**config.mk**
```make
export PLATFORM = sky130hd
export DESIGN_NAME = mem_arbiter_flat
export DESIGN_NICKNAME = d
export VERILOG_FILES = /design/src/rtl/mem_arb_pkg.sv /design/src/rtl/mem_arbiter_if.sv /design/src/rtl/mem_arbiter_rr_pick2.sv /design/src/rtl/mem_arbiter.sv /design/src/flat_wrapper.sv
export SDC_FILE = /design/constraint.sdc
export NUM_CORES = 1
export LEC_CHECK = 0
export BUFFER_PORTS_ARGS = -buffer_cell sky130_fd_sc_hd__buf_2
export CAP_MARGIN = 20
export CORE_ASPECT_RATIO = 2
export CORE_MARGIN = 4
export CORE_UTILIZATION = 35
export DETAILED_ROUTE_END_ITERATION = 6
export PLACE_DENSITY = 0.71
export REMOVE_ABC_BUFFERS = 1
export SYNTH_ARGS = -nofsm -noshare
export SYNTH_HDL_FRONTEND = slang
export SYNTH_SLANG_ARGS = --single-unit
```
**constraint.sdc**
```tcl
create_clock -name clk -period 1.7 [get_ports clk]
set_input_delay 0.255 -clock clk [delete_from_list [all_inputs] [get_ports clk]]
set_output_delay 0.255 -clock clk [all_outputs]
set_load 0.005 [all_outputs]
```
**src/rtl/mem_arb_pkg.sv**
```systemverilog
// Shared types and constants for the two-port memory arbiter.
package mem_arb_pkg;

    typedef enum logic [1:0] {
        IDLE  = 2'd0,
        ISSUE = 2'd1,
        WAIT  = 2'd2
    } arb_state_e;

    localparam logic PORT_CORE = 1'b0;
    localparam logic PORT_AUX  = 1'b1;

    localparam int DEFAULT_ADDR_W = 24;
    localparam int DEFAULT_DATA_W = 16;

endpackage

```
**src/rtl/mem_arbiter_if.sv**
```systemverilog
// Requester and memory-side bus bundle for mem_arbiter.
// slave = arbiter view, master = requesters/memory view.
interface mem_arbiter_if
    import mem_arb_pkg::*;
#(
    parameter int ADDR_W = DEFAULT_ADDR_W,
    parameter int DATA_W = DEFAULT_DATA_W
) ();

    logic              p0_req;
    logic              p0_we;
    logic [ADDR_W-1:0] p0_addr;
    logic [DATA_W-1:0] p0_wdata;
    logic              p0_ack;
    logic              p0_rvalid;
    logic [DATA_W-1:0] p0_rdata;

    logic              p1_req;
    logic              p1_we;
    logic [ADDR_W-1:0] p1_addr;
    logic [DATA_W-1:0] p1_wdata;
    logic              p1_ack;
    logic              p1_rvalid;
    logic [DATA_W-1:0] p1_rdata;

    logic              mem_en;
    logic              mem_we;
    logic [ADDR_W-1:0] mem_addr;
    logic [DATA_W-1:0] mem_wdata;
    logic [DATA_W-1:0] mem_rdata;

    logic [15:0]       conflict_count;

    modport slave (
        input  p0_req, p0_we, p0_addr, p0_wdata,
        output p0_ack, p0_rvalid, p0_rdata,
        input  p1_req, p1_we, p1_addr, p1_wdata,
        output p1_ack, p1_rvalid, p1_rdata,
        output mem_en, mem_we, mem_addr, mem_wdata,
        input  mem_rdata,
        output conflict_count
    );

    modport master (
        output p0_req, p0_we, p0_addr, p0_wdata,
        input  p0_ack, p0_rvalid, p0_rdata,
        output p1_req, p1_we, p1_addr, p1_wdata,
        input  p1_ack, p1_rvalid, p1_rdata,
        input  mem_en, mem_we, mem_addr, mem_wdata,
        output mem_rdata,
        input  conflict_count
    );

endinterface

```
**src/rtl/mem_arbiter_rr_pick2.sv**
```systemverilog
// Two-way round-robin picker: on a tie, the port that did not win last time wins.
module rr_pick2
    import mem_arb_pkg::*;
(
    input  logic [1:0] req,
    input  logic       last_grant,
    output logic       grant_valid,
    output logic       grant_idx
);

    // Grant decision from the current request vector and previous winner
    always_comb begin
        grant_valid = 1'b0;
        grant_idx   = PORT_CORE;
        case (req)
            2'b00: begin
                grant_valid = 1'b0;
                grant_idx   = PORT_CORE;
            end
            2'b01: begin
                grant_valid = 1'b1;
                grant_idx   = PORT_CORE;
            end
            2'b10: begin
                grant_valid = 1'b1;
                grant_idx   = PORT_AUX;
            end
            2'b11: begin
                grant_valid = 1'b1;
                grant_idx   = ~last_grant;
            end
            default: begin
                grant_valid = 1'b0;
                grant_idx   = PORT_CORE;
            end
        endcase
    end

endmodule

```
**src/rtl/mem_arbiter.sv**
```systemverilog
// Serialises two requesters onto one single-port memory, one access at a time.
// Optional contention counter enabled by defining MEM_ARB_STATS_EN.
module mem_arbiter
    import mem_arb_pkg::*;
#(
    parameter int ADDR_W     = DEFAULT_ADDR_W,
    parameter int DATA_W     = DEFAULT_DATA_W,
    parameter int RD_LATENCY = 1
) (
    input  logic         clk,
    input  logic         rst,
    mem_arbiter_if.slave bus
);

    localparam logic [1:0] LAT_INIT = 2'(RD_LATENCY - 1);

    arb_state_e        state_r, state_s;
    logic              last_grant_r, last_grant_s;
    logic              gnt_idx_r, gnt_idx_s;
    logic [1:0]        lat_cnt_r, lat_cnt_s;
    logic [1:0]        ack_r, ack_s;
    logic [1:0]        rvalid_r, rvalid_s;
    logic              mem_en_r, mem_en_s;
    logic              mem_we_r, mem_we_s;
    logic [ADDR_W-1:0] mem_addr_r, mem_addr_s;
    logic [DATA_W-1:0] mem_wdata_r, mem_wdata_s;
    logic              pick_valid_s;
    logic              pick_idx_s;

    rr_pick2 u_pick (
        .req         ({bus.p1_req, bus.p0_req}),
        .last_grant  (last_grant_r),
        .grant_valid (pick_valid_s),
        .grant_idx   (pick_idx_s)
    );

    // Next-state and next-output decode; ack and rvalid are precomputed one cycle early
    always_comb begin
        state_s      = state_r;
        last_grant_s = last_grant_r;
        gnt_idx_s    = gnt_idx_r;
        lat_cnt_s    = lat_cnt_r;
        ack_s        = 2'b00;
        rvalid_s     = 2'b00;
        mem_en_s     = 1'b0;
        mem_we_s     = 1'b0;
        mem_addr_s   = mem_addr_r;
        mem_wdata_s  = mem_wdata_r;
        case (state_r)
            IDLE: begin
                if (pick_valid_s) begin
                    state_s           = ISSUE;
                    gnt_idx_s         = pick_idx_s;
                    last_grant_s      = pick_idx_s;
                    ack_s[pick_idx_s] = 1'b1;
                    mem_en_s          = 1'b1;
                    mem_we_s          = pick_idx_s ? bus.p1_we    : bus.p0_we;
                    mem_addr_s        = pick_idx_s ? bus.p1_addr  : bus.p0_addr;
                    mem_wdata_s       = pick_idx_s ? bus.p1_wdata : bus.p0_wdata;
                end else begin
                    state_s = IDLE;
                end
            end
            ISSUE: begin
                if (mem_we_r) begin
                    state_s = IDLE;
                end else begin
                    state_s             = WAIT;
                    lat_cnt_s           = LAT_INIT;
                    rvalid_s[gnt_idx_r] = (LAT_INIT == 2'd0);
                end
            end
            WAIT: begin
                if (lat_cnt_r == 2'd0) begin
                    state_s = IDLE;
                end else begin
                    lat_cnt_s           = lat_cnt_r - 2'd1;
                    rvalid_s[gnt_idx_r] = (lat_cnt_r == 2'd1);
                end
            end
            default: begin
                state_s = IDLE;
            end
        endcase
    end

    // State and output registers; reset abandons any access in flight
    always_ff @(posedge clk) begin
        if (rst) begin
            state_r      <= IDLE;
            last_grant_r <= PORT_AUX;
            gnt_idx_r    <= PORT_CORE;
            lat_cnt_r    <= 2'd0;
            ack_r        <= 2'b00;
            rvalid_r     <= 2'b00;
            mem_en_r     <= 1'b0;
            mem_we_r     <= 1'b0;
            mem_addr_r   <= '0;
            mem_wdata_r  <= '0;
        end else begin
            state_r      <= state_s;
            last_grant_r <= last_grant_s;
            gnt_idx_r    <= gnt_idx_s;
            lat_cnt_r    <= lat_cnt_s;
            ack_r        <= ack_s;
            rvalid_r     <= rvalid_s;
            mem_en_r     <= mem_en_s;
            mem_we_r     <= mem_we_s;
            mem_addr_r   <= mem_addr_s;
            mem_wdata_r  <= mem_wdata_s;
        end
    end

    assign bus.p0_ack    = ack_r[PORT_CORE];
    assign bus.p1_ack    = ack_r[PORT_AUX];
    assign bus.p0_rvalid = rvalid_r[PORT_CORE];
    assign bus.p1_rvalid = rvalid_r[PORT_AUX];
    assign bus.p0_rdata  = bus.mem_rdata;
    assign bus.p1_rdata  = bus.mem_rdata;
    assign bus.mem_en    = mem_en_r;
    assign bus.mem_we    = mem_we_r;
    assign bus.mem_addr  = mem_addr_r;
    assign bus.mem_wdata = mem_wdata_r;

`ifdef MEM_ARB_STATS_EN
    logic [15:0] conflict_r;

    // Saturating count of IDLE cycles in which both ports compete
    always_ff @(posedge clk) begin
        if (rst) begin
            conflict_r <= 16'h0000;
        end else if ((state_r == IDLE) && bus.p0_req && bus.p1_req && (conflict_r != 16'hFFFF)) begin
            conflict_r <= conflict_r + 16'h0001;
        end else begin
            conflict_r <= conflict_r;
        end
    end

    assign bus.conflict_count = conflict_r;
`else
    assign bus.conflict_count = 16'h0000;
`endif

endmodule

```
**src/flat_wrapper.sv**
```systemverilog
// flat-port wrapper written by rule: the top's interface ports become plain ports
module mem_arbiter_flat import mem_arb_pkg::*;
#(
    parameter int ADDR_W     = DEFAULT_ADDR_W,
    parameter int DATA_W     = DEFAULT_DATA_W,
    parameter int RD_LATENCY = 1
)
  (clk, rst, bus_p0_req, bus_p0_we, bus_p0_addr, bus_p0_wdata, bus_p0_ack, bus_p0_rvalid, bus_p0_rdata, bus_p1_req, bus_p1_we, bus_p1_addr, bus_p1_wdata, bus_p1_ack, bus_p1_rvalid, bus_p1_rdata, bus_mem_en, bus_mem_we, bus_mem_addr, bus_mem_wdata, bus_mem_rdata, bus_conflict_count);
  mem_arbiter_if #(.ADDR_W(ADDR_W), .DATA_W(DATA_W)) bus_i ();
  input  logic clk;
  input  logic rst;
  input wire logic [$bits(bus_i.p0_req)-1:0] bus_p0_req;
  input wire logic [$bits(bus_i.p0_we)-1:0] bus_p0_we;
  input wire logic [$bits(bus_i.p0_addr)-1:0] bus_p0_addr;
  input wire logic [$bits(bus_i.p0_wdata)-1:0] bus_p0_wdata;
  output wire logic [$bits(bus_i.p0_ack)-1:0] bus_p0_ack;
  output wire logic [$bits(bus_i.p0_rvalid)-1:0] bus_p0_rvalid;
  output wire logic [$bits(bus_i.p0_rdata)-1:0] bus_p0_rdata;
  input wire logic [$bits(bus_i.p1_req)-1:0] bus_p1_req;
  input wire logic [$bits(bus_i.p1_we)-1:0] bus_p1_we;
  input wire logic [$bits(bus_i.p1_addr)-1:0] bus_p1_addr;
  input wire logic [$bits(bus_i.p1_wdata)-1:0] bus_p1_wdata;
  output wire logic [$bits(bus_i.p1_ack)-1:0] bus_p1_ack;
  output wire logic [$bits(bus_i.p1_rvalid)-1:0] bus_p1_rvalid;
  output wire logic [$bits(bus_i.p1_rdata)-1:0] bus_p1_rdata;
  output wire logic [$bits(bus_i.mem_en)-1:0] bus_mem_en;
  output wire logic [$bits(bus_i.mem_we)-1:0] bus_mem_we;
  output wire logic [$bits(bus_i.mem_addr)-1:0] bus_mem_addr;
  output wire logic [$bits(bus_i.mem_wdata)-1:0] bus_mem_wdata;
  input wire logic [$bits(bus_i.mem_rdata)-1:0] bus_mem_rdata;
  output wire logic [$bits(bus_i.conflict_count)-1:0] bus_conflict_count;
  assign bus_i.p0_req = bus_p0_req;
  assign bus_i.p0_we = bus_p0_we;
  assign bus_i.p0_addr = bus_p0_addr;
  assign bus_i.p0_wdata = bus_p0_wdata;
  assign bus_p0_ack = bus_i.p0_ack;
  assign bus_p0_rvalid = bus_i.p0_rvalid;
  assign bus_p0_rdata = bus_i.p0_rdata;
  assign bus_i.p1_req = bus_p1_req;
  assign bus_i.p1_we = bus_p1_we;
  assign bus_i.p1_addr = bus_p1_addr;
  assign bus_i.p1_wdata = bus_p1_wdata;
  assign bus_p1_ack = bus_i.p1_ack;
  assign bus_p1_rvalid = bus_i.p1_rvalid;
  assign bus_p1_rdata = bus_i.p1_rdata;
  assign bus_mem_en = bus_i.mem_en;
  assign bus_mem_we = bus_i.mem_we;
  assign bus_mem_addr = bus_i.mem_addr;
  assign bus_mem_wdata = bus_i.mem_wdata;
  assign bus_i.mem_rdata = bus_mem_rdata;
  assign bus_conflict_count = bus_i.conflict_count;
  mem_arbiter #(.ADDR_W(ADDR_W), .DATA_W(DATA_W), .RD_LATENCY(RD_LATENCY)) u_core (.clk(clk), .rst(rst), .bus(bus_i));
endmodule
```
### Yosys cells after proc, flatten, opt, wreduce, memory -nomap -nowiden

Cells that the tools add are included.

* register bits after elaboration: 52
* bits of input ports: 102

* $lt $le $gt $ge: 4
* eq/ne operators: 9
* reduce and logical (&&, ||, !) cells: 12
* add/sub/neg operators: 1
* bitwise operators: 4
* mux-type cells: 20

Operators with widths (number)
* 2-to-1 mux 24 bit: 1
* 2-to-1 mux 16 bit: 1
* 2-to-1 mux 2 bit: 6
* case mux 2 bit (2 select lines): 2
* equality test 2 x 1 -> 1 bit (second input constant): 3
* equality test 2 bit (second input constant): 3
* logical NOT 2 bit: 3
* case mux 2 bit (3 select lines): 1
* OR reduction 3 bit: 2
* 2-to-1 mux 1 bit: 5
* < comparator 1 x 2 -> 1 bit (second input constant): 2
* != test 2 bit (second input constant): 2
* OR reduction 2 bit: 2
* NOT 1 bit: 3
* case mux 1 bit (3 select lines): 1
* AND reduction 3 bit: 1
* AND 2 bit: 1
* demux 1 bit (select 1 bit): 2
* >= comparator 1 bit (second input constant): 2
* logical AND 1 bit: 2
* != test 2 x 1 -> 1 bit (second input constant): 1
* case mux 1 bit (2 select lines): 1
* AND reduction 2 bit: 1
* nonzero test 2 bit: 1
* subtractor 2 x 1 -> 2 bit (second input constant): 1

### Longest topological paths before layout

Gate-level depths: netlist (run 1).

* depth after elaboration: 7
* gate-level depth with buffers: 6

### Hierarchy

From an unflattened synthesis (run 1), not the netlist that was laid out.

* cell total of the unflattened synthesis: 283
* area, all modules: 2721.4 µm²

By module, submodules not included
* mem_arbiter: cells an instance 281, area each 2707.6 µm², sequential area each 1041.0 µm², instances 1
* rr_pick2: cells an instance 2, area each 13.8 µm², sequential area each 0.0 µm², instances 1

### Worst setup path before layout (run 1)

Ideal clock, no wire load.

* path kind: reg-to-reg
* start: reg u_core.state_r[0]
* end: reg u_core.lat_cnt_r[0]
* arrival time: 1300 ps
* buffers on the path: 0
* stages on the path, launching flop included: 6
* slack: 329 ps
* period minus slack after synthesis: 1371 ps
* cells stage by stage: dfxtp_1 > inv_1 > ha_1 > a21bo_2 > or3_1 > a21oi_1

* word-level cells in the longest chain between the ends: 3

Ends and longest elaborated chain
* from (decl): line mem_arbiter.sv:17 `arb_state_e state_r, state_s;`
* from (signal assigned): line mem_arbiter.sv:101 `state_r <= state_s;`
* equality test 2 bit / equality test 2 x 1 -> 1 bit (equally long branches): line mem_arbiter.sv:49 `case (state_r)`
* != test 2 bit (no source line) / nonzero test 2 bit (equally long branches)
* AND reduction 3 bit (no source line)
* to (signal assigned): line mem_arbiter.sv:104 `lat_cnt_r <= lat_cnt_s;`
* to (decl): line mem_arbiter.sv:20 `logic [1:0] lat_cnt_r, lat_cnt_s;`

Several ways; a longest one is shown, not always the timed one.
A chain may end at the register's enable or synchronous reset.

### Final worst setup path (run 1)

* start: reg u_core.state_r[0]
* end: reg u_core.mem_addr_r[11], in the netlist u_core.bus.mem_addr[11]

* word-level cells in the longest chain between the ends: 2

Ends and longest elaborated chain
* logical NOT 2 bit: line mem_arbiter.sv:49
* AND reduction 2 bit (no source line)
* to (signal assigned): line mem_arbiter.sv:109 `mem_addr_r <= mem_addr_s;`
* to (decl): line mem_arbiter.sv:25 `logic [ADDR_W-1:0] mem_addr_r, mem_addr_s;`

Every way passes these cells.

==> impl_metrics.env, run 1 <==
export IMPL_routabilityCongestion=0.825
export IMPL_status="finished, final reports clean"
export IMPL_hold_end="u_core.bus.mem_addr[1]"
export IMPL_start_util_pct=35.9
export IMPL_dr_total_vias=2584
export IMPL_finalSetupTns_ns=0
export IMPL_cp_depth=6
export IMPL_post_cts_resized=0
export IMPL_reg2reg_from="u_core.state_r[0]"
export IMPL_critPathLaunchType="flip-flop"
export IMPL_area_delta_synth_final_pct=21.0
export IMPL_drc=0
export IMPL_syn_area_um2=2610
export IMPL_finalNonFillerCells=512
export IMPL_hold_ws_ns=0.198
export IMPL_period_needed_ns=1.55
export IMPL_r2r_end="u_core.bus.mem_addr[11]"
export IMPL_post_cts_repair_setup_buffers=0
export IMPL_netlist_top_cells_area="dfxtp_1 (40%), a21oi_1 (16%), buf_4 (14%)"
export IMPL_hold_class="input pin to flip-flop"
export IMPL_period_share_pct=91.2
export IMPL_clkSinkCount=52
export IMPL_die_y_um=130
export IMPL_slowest_delay_ns=0.36
export IMPL_cts_tree="yes"
export IMPL_critical_path_buf_inv_count=2
export IMPL_worst_slack_ns=0.150
export IMPL_num_antenna_cells=0
export IMPL_fillerInstances=788
export IMPL_ioPinCount=196
export IMPL_cts_path_max_buffers=2
export IMPL_die_w_um=69.0
export IMPL_row_count=44
export IMPL_insertion_delay_ns=0.29
export IMPL_grt_first_pass_wirelength_um=12100
export IMPL_overflow=0
export IMPL_detail_route_iter0_violations=118
export IMPL_syn_area_per_cell_um2=7.99
export IMPL_totalPowerFinal_mw=3.06
export IMPL_seq_area_frac_synth_pct=39.9
export IMPL_synth_warnings=0
export IMPL_fmax_ghz=0.645
export IMPL_synth_top_area_share_pct=39.9
export IMPL_path_max_fanout=18
export IMPL_pwr_share_clk_pct=31.3
export IMPL_whs_path_depth=3
export IMPL_place_ws_ns=0.221
export IMPL_arrival_ns=1.72
export IMPL_antenna_found_initial=0
export IMPL_slowest_stage="dfxtp_1"
export IMPL_grt_pass1_vias=2478
export IMPL_yosys_area_top_type="dfxtp_1"
export IMPL_maxCapViolCount=0
export IMPL_crit_type="flip-flop to flip-flop"
export IMPL_antenna_left=0
export IMPL_p_per_area_nw_per_um2=972
export IMPL_coreArea_um2=7270
export IMPL_place_hpwl_um=6250
export IMPL_finalSetupViolCount=0
export IMPL_worstHoldStart="bus_p0_addr[1]"
export IMPL_cts_root_buf="clkbuf_16"
export IMPL_p_int_mw=2.20
export IMPL_drt_first_pass_iters=5
export IMPL_vias_per_cell=5.05
export IMPL_cts_inserted_buffers=5
export IMPL_ys_ff_latch=52
export IMPL_layout_drive_gt1_share_pct=36.0
export IMPL_avgRoutedWirePerCell_um=15.9
export IMPL_htree_levels=2
export IMPL_port_buffers=131
export IMPL_dp_cells=505
export IMPL_switching_share_pct=28.3
export IMPL_path_clk_slew_ns=0.07
export IMPL_ys_types=29
export IMPL_synthCells=326
export IMPL_finalMaxSlewViolations=0
export IMPL_ir_drop_mv=0.502
export IMPL_cp_cell_sequence="inv_1 -> ha_1 -> o21a_2 -> buf_4 -> o21ai_0 -> a21oi_1"
export IMPL_switchingPower_mw=0.867
export IMPL_postCtsHoldBufs=0
export IMPL_skew_ns=0.00385
export IMPL_rsz0062_at_grt="no"
export IMPL_required_ns=1.87
export IMPL_end_kind="flip-flop"
export IMPL_layout_nets=527
export IMPL_placed_area_um2=3020
export IMPL_combPwrFrac_pct=22.6
export IMPL_grt_max_degree=44
export IMPL_r2r_slack_ns=0.15
export IMPL_seq_power_share_pct=46.0
export IMPL_track_usage_pct=16.9
export IMPL_hold_violations=0
export IMPL_leakage_nw=1.60
export IMPL_critical_path_top_delay_family="compound AO/OA/AOI/OAI gates"
export IMPL_totalWireLength_um=8120
export IMPL_rr_worst_depth=6
export IMPL_die_area_um2=8980
export IMPL_final_util_pct=43.4
export IMPL_final_area_um2=3150
[area by class of cell]
class | count | area, um^2 | share of cell area (%)
Clock buffer | 6 | 129 | 4.09
Clock inverter | 1 | 5.00 | 0.159
Inverter | 6 | 22.5 | 0.714
Multi-Input combinational cell | 214 | 1100 | 34.8
Sequential cell | 52 | 1040 | 33.0
Tap cell | 92 | 115 | 3.65
Timing Repair Buffer | 141 | 743 | 23.6
[power groups by stage]
stage	Clock, mW	Sequential [mW]	Combinational (mW)
6_report	0.961	1.41	0.694
5_1_grt	1.02	1.43	0.773
2_1_floorplan	0	1.45	0.311
4_1_cts	0.999	1.41	0.698
3_3_place_gp	0	1.43	0.679
3_5_place_dp	0	1.43	0.696
[registers in the layout (all words and copies together) (netlist names)]
| name | cells |
|---|---|
| u_core.rvalid_r | 2 |
| u_core.gnt_idx_r | 1 |
| u_core.last_grant_r | 1 |
| u_core.bus.mem_we | 1 |
| u_core.lat_cnt_r | 2 |
| u_core.ack_r | 2 |
| u_core.bus.mem_wdata | 16 |
| u_core.state_r | 2 |
| u_core.bus.mem_addr | 24 |
| u_core.bus.mem_en | 1 |
[layer usage]
| metal | routed length [um] | track usage (%) | up-vias |
|---|---|---|---|
| li1 | - | - | 1230 |
| met1 | 2910 | 17.5 | 1158 |
| met2 | 3890 | 28.3 | 165 |
| met3 | 951 | 7.48 | 29 |
| met4 | 310 | 8.52 | 2 |
| met5 | 55 | 4.44 | - |
[how the worst max path moves through the flow]
| stage | end | slack, ns | startpoint |
|---|---|---|---|
| final | u_core.bus.mem_addr[11] | 0.15 | u_core.state_r[0] |
| after detailed placement | u_core.lat_cnt_r[0] | 0.22 | u_core.state_r[1] |
| after floorplan | u_core.gnt_idx_r | 0.25 | bus_p0_req |
| after global routing | u_core.bus.mem_addr[11] | 0.09 | u_core.state_r[1] |
| after global placement | u_core.lat_cnt_r[0] | 0.28 | u_core.state_r[0] |
| after CTS | u_core.lat_cnt_r[0] | 0.20 | u_core.state_r[1] |
[layout by cell type, fill, tap and decap left out, types with 2 or more instances in the layout]
master	synthesis	routed
nor2_1	4	4
conb_1	1	16
nand2_1	42	42
or3_1	2	2
nand3_1	2	2
a21oi_1	85	85
o21ai_0	38	38
inv_1	6	6
ha_1	5	5
clkbuf_16	0	5
o21ai_1	5	5
mux2i_1	2	2
dfxtp_1	52	52
buf_2	8	131
buf_4	48	9
[cell families after synthesis]
logic type / Yosys count / share of synthesized area [%]
flip-flops: 52 / 39.9
adder cells (fa/ha/maj): 5 / 2.40
AO/OA/AOI/OAI: 134 / 27.0
AND/OR/NAND/NOR: 57 / 9.36
multiplexers: 2 / 0.768
buffers and inverters: 75 / 20.4
other: 1 / 0.144
[cell usage after synthesis]
| cell type | number |
|---|---|
| nor2b_1 | 1 |
| mux2i_1 | 2 |
| nor2_1 | 4 |
| o21ai_1 | 5 |
| buf_2 | 8 |
| ha_1 | 5 |
| o21a_2 | 1 |
| a31oi_1 | 1 |
| or3_1 | 2 |
| nand3_1 | 2 |
| nor4b_1 | 1 |
| a21boi_4 | 1 |
| a21oi_1 | 85 |
| nand2_1 | 42 |
| a21bo_1 | 1 |
| inv_1 | 6 |
| clkbuf_1 | 5 |
| o21ai_0 | 38 |
| buf_6 | 8 |
| buf_4 | 48 |
| conb_1 | 1 |
| o21ai_2 | 1 |
| nand2b_1 | 1 |
| dfxtp_1 | 52 |
| and3_1 | 1 |
| and2_1 | 1 |
| and4b_1 | 1 |
| nor3_1 | 1 |
| a21bo_2 | 1 |
[worst min-delay path, stage by stage]
cell     delay, ns
buf_2         0.09
nand2_1       0.04
a21oi_1       0.05
(Power assumes the default switching activity.)
==> inputs of run 2 (changes only) <==
Settings changed: SETUP_SLACK_MARGIN set to 0.2, SLEW_MARGIN set to 10.
==> impl_metrics.env, run 2 (synthesis results as in run 1) <==
export IMPL_cts_tree="yes"
export IMPL_final_area_um2=3180
export IMPL_layout_drive_gt1_share_pct=37.6
export IMPL_ioPinCount=196
export IMPL_r2r_end="u_core.lat_cnt_r[0]"
export IMPL_hold_end="u_core.bus.mem_addr[1]"
export IMPL_num_antenna_cells=0
export IMPL_period_share_pct=82.2
export IMPL_finalSetupViolCount=0
export IMPL_row_count=44
export IMPL_r2r_slack_ns=0.30
export IMPL_insertion_delay_ns=0.28
export IMPL_crit_type="flip-flop to flip-flop"
export IMPL_grt_max_degree=44
export IMPL_critPathLaunchType="flip-flop"
export IMPL_final_common_cell="buf_2"
export IMPL_place_hpwl_um=6250
export IMPL_totalWireLength_um=8150
export IMPL_drt_first_pass_iters=4
export IMPL_coreArea_um2=7270
export IMPL_antenna_found_initial=0
export IMPL_overflow=0
export IMPL_area_delta_synth_final_pct=21.9
export IMPL_die_area_um2=8980
export IMPL_cts_inserted_buffers=5
export IMPL_arrival_ns=1.61
export IMPL_finalMaxSlewViolations=0
export IMPL_status="finished, final reports clean"
export IMPL_grt_pass1_vias=2479
export IMPL_rsz0062_at_grt="no"
export IMPL_dr_total_vias=2587
export IMPL_post_cts_repair_setup_buffers=0
export IMPL_avgRoutedWirePerCell_um=15.9
export IMPL_required_ns=1.91
export IMPL_path_max_fanout=4
export IMPL_largest_reg_flops=24
export IMPL_vias_per_cell=5.05
export IMPL_rr_worst_depth=5
export IMPL_layout_nets=527
export IMPL_worstHoldStart="bus_p0_addr[1]"
export IMPL_hold_violations=0
export IMPL_whs_path_depth=3
export IMPL_die_w_um=69.0
export IMPL_start_util_pct=35.9
export IMPL_path_clk_slew_ns=0.07
export IMPL_htree_levels=2
export IMPL_routabilityCongestion=0.825
export IMPL_p_per_area_nw_per_um2=968
export IMPL_hold_class="input pin to flip-flop"
export IMPL_grt_first_pass_wirelength_um=12100
export IMPL_placed_area_um2=3020
export IMPL_port_buffers=131
export IMPL_ir_drop_mv=0.503
export IMPL_reg2reg_from="u_core.state_r[1]"
export IMPL_detail_route_iter0_violations=133
export IMPL_skew_ns=0.00318
export IMPL_leakage_nw=1.61
export IMPL_antenna_left=0
export IMPL_period_needed_ns=1.40
export IMPL_end_kind="flip-flop"
export IMPL_mostFrequentLayoutCells="buf_2 (131), a21oi_1 (85), dfxtp_1 (49), nand2_1 (42), o21ai_0 (38)"
export IMPL_cts_path_max_buffers=2
export IMPL_maxCapViolCount=0
export IMPL_cts_root_buf="clkbuf_16"
export IMPL_track_usage_pct=16.9
export IMPL_drc=0
export IMPL_die_y_um=130
export IMPL_finalSetupTns_ns=0
export IMPL_fmax_ghz=0.716
export IMPL_clkSinkCount=52
## run 2: how the worst max path moves through the flow
stage	start	endpoint	slack (ns)	depth (start not counted)
2_1_floorplan	bus_p0_req	u_core.gnt_idx_r	0.25	3
3_3_place_gp	u_core.state_r[0]	u_core.lat_cnt_r[0]	0.28	5
3_5_place_dp	u_core.state_r[1]	u_core.lat_cnt_r[0]	0.22	5
4_1_cts	u_core.state_r[0]	u_core.bus.mem_addr[11]	0.21	6
5_1_grt	u_core.state_r[1]	u_core.lat_cnt_r[0]	0.21	5
6_report	u_core.state_r[1]	u_core.lat_cnt_r[0]	0.30	5
## run 2: critical path, stage by stage (launching register included)
cell and delay, ns:
dfxtp_2 0.35, inv_2 0.05, ha_4 0.26, a21bo_4 0.23, or3_1 0.30, a21oi_1 0.13
## run 2: layout make-up
cell class	instances	area, um^2
Inverter	6	22.5
Clock inverter	1	5.00
Multi-Input combinational cell	214	1120
Fill cell	788	4090
Sequential cell	52	1040
Tap cell	92	115
Timing Repair Buffer	141	743
Clock buffer	6	129
## run 2: what timing repair did
action | in CTS | in global routing
setup endpoints to repair | 1 | 23
hold buffers | 0 | 0
gates resized for setup | 2 | 7
pin swaps | 0 | 1
gates cloned | 0 | 0
endpoints found under the hold margin | 0 | 0
## run 2: per-stage QoR
stage | std cells | total power, mW | utilization, % | setup WS (ns) | hold slack (ns)
4_1_cts | 512 | 3.11 | 43.4 | 0.215 | 0.188
3_3_place_gp | 505 | 2.11 | 41.5 | 0.285 | 0.462
3_5_place_dp | 505 | 2.13 | 41.5 | 0.221 | 0.456
5_1_grt | 512 | 3.23 | 43.7 | 0.209 | 0.196
6_report | 512 | 3.08 | 43.7 | 0.302 | 0.199
2_1_floorplan | 272 | 1.76 | - | 0.246 | 0.324
## run 2: power breakdown
group	internal, mW	switching [mW]
combinational	0.321	0.385
clock	0.536	0.421
sequential	1.35	0.0609
total	2.21	0.867
## run 2: metal layers
metal  GRT usage (%)  vias to the layer above  part of all wire, %
met2            28.3                      175                   49
met4            8.52                        2                  3.6
met1            17.5                     1154                   35
met3            7.48                       27                   12
li1                -                     1229                    -
met5            4.44                        -                 0.68
